<file path="src/rtl/fsm_counter_pkg.sv">
// Shared definitions for the run-length counter scheduler: state encoding
// and default sizing. Arbitration policy is selected by the
// FSM_COUNTER_SCHED_RR_EN macro (see sched_pick / fsm_counter_sched).
package fsm_counter_pkg;

    localparam int NREQ_DEF = 4;
    localparam int CW_DEF   = 8;

    typedef enum logic [1:0] {
        IDLE = 2'd0,
        LOAD = 2'd1,
        RUN  = 2'd2,
        DONE = 2'd3
    } state_t;

endpackage

</file>
<file path="src/rtl/sched_pick.sv">
// Combinational winner selection for the scheduler, one-hot output.
// FSM_COUNTER_SCHED_RR_EN defined: round-robin, search starts just above
// the last granted index (ptr) and wraps. Undefined: lowest index wins.
module sched_pick
    import fsm_counter_pkg::*;
#(
    parameter int NREQ = NREQ_DEF,
    parameter int PW   = $clog2(NREQ)
) (
    input  logic [NREQ-1:0] req,
`ifdef FSM_COUNTER_SCHED_RR_EN
    input  logic [PW-1:0]   ptr,
`endif
    output logic [NREQ-1:0] win
);

`ifdef FSM_COUNTER_SCHED_RR_EN
    logic [NREQ-1:0] above;
    logic [NREQ-1:0] hi;

    // Prefer the lowest requester strictly above ptr; otherwise wrap to the lowest overall.
    always_comb begin
        above = ~((NREQ'(2) << ptr) - NREQ'(1));
        hi    = req & above;
        if (hi != '0) begin
            win = hi & (~hi + NREQ'(1));
        end else begin
            win = req & (~req + NREQ'(1));
        end
    end
`else
    // Isolate the lowest set request bit.
    always_comb begin
        win = req & (~req + NREQ'(1));
    end
`endif

endmodule

</file>
<file path="src/rtl/fsm_counter_sched.sv">
// Scheduler sharing one run-length counter between NREQ requesters:
// arbitrate in IDLE, latch the winner's length, count the run, pulse done.
// FSM_COUNTER_SCHED_RR_EN selects round-robin arbitration (default: fixed
// priority, lowest index wins, no pointer register).
module fsm_counter_sched
    import fsm_counter_pkg::*;
#(
    parameter int NREQ = NREQ_DEF,
    parameter int CW   = CW_DEF
) (
    input  logic              clk,
    input  logic              rst,
    input  logic [NREQ-1:0]   req,
    input  logic [NREQ*CW-1:0] len,
    output logic [NREQ-1:0]   gnt,
    output logic [NREQ-1:0]   done,
    output logic              busy,
    output logic [CW-1:0]     cnt,
    output logic              out
);

    localparam int PW = $clog2(NREQ);

    state_t          state;
    logic [CW-1:0]   len_q;
    logic [NREQ-1:0] pick;
    logic [CW-1:0]   len_acc [NREQ+1];
    logic [CW-1:0]   len_sel;

`ifdef FSM_COUNTER_SCHED_RR_EN
    logic [PW-1:0]   ptr;
    logic [PW-1:0]   idx_acc [NREQ+1];
    logic [PW-1:0]   gnt_idx;

    sched_pick #(.NREQ(NREQ), .PW(PW)) u_pick (
        .req (req),
        .ptr (ptr),
        .win (pick)
    );
`else
    sched_pick #(.NREQ(NREQ), .PW(PW)) u_pick (
        .req (req),
        .win (pick)
    );
`endif

    // One-hot mux of the winner's length slice.
    assign len_acc[0] = '0;
    for (genvar g = 0; g < NREQ; g++) begin : g_len
        assign len_acc[g+1] = len_acc[g] | (pick[g] ? len[g*CW +: CW] : '0);
    end
    assign len_sel = len_acc[NREQ];

`ifdef FSM_COUNTER_SCHED_RR_EN
    // Encode the registered one-hot grant back to an index for the pointer.
    assign idx_acc[0] = '0;
    for (genvar g = 0; g < NREQ; g++) begin : g_idx
        assign idx_acc[g+1] = idx_acc[g] | (gnt[g] ? PW'(g) : '0);
    end
    assign gnt_idx = idx_acc[NREQ];

    // Pointer remembers the last granted requester; it moves while in LOAD.
    always_ff @(posedge clk or negedge rst) begin
        if (!rst) begin
            ptr <= PW'(NREQ - 1);
        end else if (state == LOAD) begin
            ptr <= gnt_idx;
        end
    end
`endif

    // Control FSM with registered grant, done/out pulses, busy and counter.
    always_ff @(posedge clk or negedge rst) begin
        if (!rst) begin
            state <= IDLE;
            gnt   <= '0;
            done  <= '0;
            busy  <= 1'b0;
            cnt   <= '0;
            out   <= 1'b0;
            len_q <= '0;
        end else begin
            case (state)
                IDLE: begin
                    if (req != '0) begin
                        gnt   <= pick;
                        len_q <= len_sel;
                        busy  <= 1'b1;
                        state <= LOAD;
                    end
                end
                LOAD: begin
                    cnt <= '0;
                    if (len_q == '0) begin
                        done  <= gnt;
                        out   <= 1'b1;
                        state <= DONE;
                    end else begin
                        state <= RUN;
                    end
                end
                RUN: begin
                    // len_q is nonzero here, so len_q-1 cannot underflow and cnt never wraps.
                    if (cnt == len_q - CW'(1)) begin
                        cnt   <= '0;
                        done  <= gnt;
                        out   <= 1'b1;
                        state <= DONE;
                    end else begin
                        cnt <= cnt + CW'(1);
                    end
                end
                DONE: begin
                    done  <= '0;
                    out   <= 1'b0;
                    gnt   <= '0;
                    busy  <= 1'b0;
                    state <= IDLE;
                end
                default: state <= IDLE;
            endcase
        end
    end

endmodule

</file>
<file path="config.mk">
export PLATFORM = sky130hd
export DESIGN_NAME = fsm_counter_sched
export DESIGN_NICKNAME = d
export VERILOG_FILES = /design/src/rtl/fsm_counter_pkg.sv /design/src/rtl/sched_pick.sv /design/src/rtl/fsm_counter_sched.sv
export SDC_FILE = /design/constraint.sdc
export NUM_CORES = 1
export LEC_CHECK = 0
export BUFFER_PORTS_ARGS = -buffer_cell sky130_fd_sc_hd__buf_2
export CAP_MARGIN = 20
export CORE_MARGIN = 2
export CORE_UTILIZATION = 35
export CTS_CLUSTER_SIZE = 40
export DETAILED_ROUTE_END_ITERATION = 8
export MAX_ROUTING_LAYER = met4
export PLACE_DENSITY = 0.64
export SYNTH_ARGS = -nofsm -noshare
export SYNTH_HDL_FRONTEND = slang
export SYNTH_HIERARCHICAL = 1
export SYNTH_SLANG_ARGS = --single-unit
export TNS_END_PERCENT = 20
</file>
<file path="constraint.sdc">
create_clock -name clk -period 3.4 [get_ports clk]
set_input_delay 0.68 -clock clk [delete_from_list [all_inputs] [get_ports clk]]
set_output_delay 0.68 -clock clk [all_outputs]
set_load 0.005 [all_outputs]
</file>
==> results_dict.tcl <==
set metrics [dict create \
    post-layout-total-power_uw 1593 \
    critPathArrivalTime_ps 2910 \
    gr-usage-met2 0.2619 \
    timing.max_slew.rel_slack 0.3728 \
    io_buffers 55 \
    start_util 0.3619 \
    startpoint_type "flip-flop" \
    synth.area.top_cells "sky130_fd_sc_hd__dfrtp_1 38%, sky130_fd_sc_hd__a22oi_1 6.5%, sky130_fd_sc_hd__ha_1 4.8%" \
    syn2layout_area_growth_pct 19.62 \
    vias 1610 \
    synth-seq-cells 28 \
    seqCellArea_sq_um 700.7 \
    full_die_area_sq_um 5843 \
    drtAntennaViolNets 0 \
    seq_power_share 0.376 \
    dieHeight_microns 76.44 \
    fin_crit_sh 0.7999 \
    final_design_area_excluding_fillers_sq_um 2197 \
    chipWidth_microns 76.44 \
    cts_inserted_buffers 3 \
    final_slew_viol_count 0 \
    synth_area_per_cell_sq_um 9.566 \
    drt_first_pass_iters 4 \
    detail_route.iter0.violations 73 \
    post-route-min-period_ps 2720 \
    finalWirelength_microns 4356 \
    r2r_cells 8 \
    synth-async-reset-ratio 1.000 \
    multi_input_area_sq_um 1044 \
    ys_types 47 \
    ctsHtreeMaxLevel 1 \
    hpwl_microns 3370 \
    num_io_pins 56 \
    antenna_violations_before_repair 0 \
    power_frac_comb 0.514 \
    clock_pin_transition_on_the_worst_setup_and_hold_timing_paths_ps 90 \
    p_leak_uw 0.001062 \
    post_synth_inst_count 192 \
    power.ir.vdd_worst_mv 0.3439 \
    number_of_global_route_vias_before_repair 1603 \
    number_of_flops_mapped_to_enable_cells_by_yosys 0 \
    switchingPower_uw 695.9 \
    cts_num_sinks 28 \
    overflow 0 \
    post_detailed_route_wirelength_per_cell_microns 13.96 \
    synth_top_cell_by_area "sky130_fd_sc_hd__dfrtp_1" \
    final_hold_viol_count 0 \
    fin_nets 289 \
    worstPathRequired_ps 3590 \
    gr-usage-met3 0.02370 \
    power.switching_fraction 0.4369 \
    crit_type "flip-flop to flip-flop" \
    clk-insertion-delay-late_ps 270 \
    grt_start_max_net_pins 29 \
    cp-end-kind "flip-flop" \
    finalHoldWorstSlack_ps 429.0 \
    drv_cap 0 \
    synth.net_count 237 \
    fin_skew_ps 2.311 \
    drc 0 \
    power.density_nw_per_um2 724.9 \
    placedInstanceArea_sq_um 2156 \
    groute.usage.overall 0.1552 \
    use_met1 0.1990 \
    cts_repair_resize_count 0 \
    peak_fanout_along_the_critical_path 11 \
    bufs_on_longest_clock_path 2 \
    synthesis.area_sq_um 1837 \
    cts.repair_timing.setup_buffer_count 0 \
    final_weighted_congestion_in_routability_driven_placement 0.8386 \
    grt_setup_unrepaired "false" \
    worstMarginPinSlew_ps 938.4 \
    commonest_register_cell_after_synthesis "sky130_fd_sc_hd__dfrtp_1" \
    ctsRootBufferMaster "sky130_fd_sc_hd__clkbuf_8" \
    pwr-share-clk 0.110 \
    report.final.setup_viol 0 \
    grt_pass1_wl_microns 7327 \
    rows 26 \
    grt.busiest_layer "met2" \
    setup_tns_ps 0 \
    cellInternalPower_uw 896.8 \
    tritoncts "yes" \
    insertedDiodeCount 0 \
    core_area_sq_um 5075 \
    worst_hold_path_type "primary input to asynchronous set/reset pin" \
    count_of_filler_cells_inserted_in_the_layout 509 \
    netlist_top_cells_count "28 x sky130_fd_sc_hd__dfrtp_1, 16 x sky130_fd_sc_hd__a22oi_1, 14 x sky130_fd_sc_hd__nor2_1, 11 x sky130_fd_sc_hd__o21ai_0" \
    run_status "completed" \
    synth_top_cell_area_share 0.3815 \
    cell_with_the_most_instances_after_synthesis "sky130_fd_sc_hd__dfrtp_1" \
    post_route_cells_drive_above_1_share 0.3099 \
    yosysWarnings 6 \
    seq_area_frac_synth 0.3815 \
    holdBufCountCts 0 \
    detail_route.vias_per_cell 5.160 \
    clock.fmax_mhz 367.7 \
]
## flip-flops by register name, summed over array words and instances, names as in the netlist
name,cells
busy,1
len_q,8
cnt,8
gnt,4
done,4
out,1
state,2
## critical path: stages (launching register included)
cell and delay, ps:
sky130_fd_sc_hd__dfrtp_1 480, sky130_fd_sc_hd__inv_1 100, sky130_fd_sc_hd__ha_1 270, sky130_fd_sc_hd__or3b_2 450
sky130_fd_sc_hd__a21boi_0 320, sky130_fd_sc_hd__o41ai_2 130, sky130_fd_sc_hd__buf_4 190, sky130_fd_sc_hd__or4_2 600
sky130_fd_sc_hd__o211ai_1 90
## cell families (layout without fill, tap and decap cells)
| logic type | count (synthesis) | count (layout) | synth area share |
|---|---|---|---|
| xor+xnor | 12 | 12 | 0.05722 |
| flops | 28 | 28 | 0.3815 |
| compound gates | 59 | 59 | 0.2139 |
| simple gates | 62 | 62 | 0.2057 |
| fa+ha+maj | 7 | 7 | 0.04768 |
| buf+inv | 18 | 68 | 0.05041 |
| mux | 6 | 6 | 0.04360 |
## power by group through the flow
stage	Clock [uW]	Sequential [uW]	Combinational, uW
3_3_place_gp	0	604	801
6_report	175	600	818
5_1_grt	199	623	919
4_1_cts	184	604	829
3_5_place_dp	0	608	824
2_1_floorplan	0	566	649
## final cells by class
class                      instances  area share
multi-input combinational        146      0.4749
sequential                        28      0.3189
timing repair buffer              58      0.1355
tap                               70     0.03986
clock buffer                       3     0.01879
inverter                           7     0.01196
## final timing paths
| path | slack (ps) | end | from |
|---|---|---|---|
| max in group asynchronous | 2550 | cnt[3]$_DFFE_PN0P_ | rst |
| worst min-delay path | 430 | cnt[0]$_DFFE_PN0P_ | rst |
| min in group clk | 520 | done[1]$_DFFE_PN0P_ | done[1]$_DFFE_PN0P_ |
| worst max-delay path | 680 | cnt[6]$_DFFE_PN0P_ | len_q[0]$_DFFE_PN0P_ |
| worst max register to register | 680 | cnt[6]$_DFFE_PN0P_ | len_q[0]$_DFFE_PN0P_ |
| worst min register to register | 520 | done[1]$_DFFE_PN0P_ | done[1]$_DFFE_PN0P_ |
## metal layers
layer / share of wire / up-vias
li1: - / 803
met4: 0.0023 / 0
met1: 0.45 / 778
met3: 0.037 / 2
met5: 0 / -
met2: 0.51 / 27
## per-stage QoR
stage / std cells / util / setup WS [ps]
floorplan: 192 / - / 1017
global placement: 309 / 0.4248 / 803.0
detailed placement: 309 / 0.4248 / 695.4
CTS: 312 / 0.4329 / 677.2
global route: 312 / 0.4329 / 528.4
finish: 312 / 0.4329 / 680.5
## placed cells by master (no fill, tap or decap), types with 4 or more instances in the layout
cell / n
sky130_fd_sc_hd__nor2b_1: 6
sky130_fd_sc_hd__nand3_1: 5
sky130_fd_sc_hd__a31oi_1: 9
sky130_fd_sc_hd__dfrtp_1: 28
sky130_fd_sc_hd__inv_1: 7
sky130_fd_sc_hd__a21oi_1: 10
sky130_fd_sc_hd__nand2_1: 10
sky130_fd_sc_hd__xnor2_1: 6
sky130_fd_sc_hd__buf_2: 55
sky130_fd_sc_hd__o21ai_0: 11
sky130_fd_sc_hd__a22oi_1: 16
sky130_fd_sc_hd__xor2_1: 6
sky130_fd_sc_hd__mux2_4: 4
sky130_fd_sc_hd__ha_1: 7
sky130_fd_sc_hd__and3_1: 4
sky130_fd_sc_hd__nor2_1: 14
sky130_fd_sc_hd__nor4_1: 4
(Power assumes the default switching activity.)
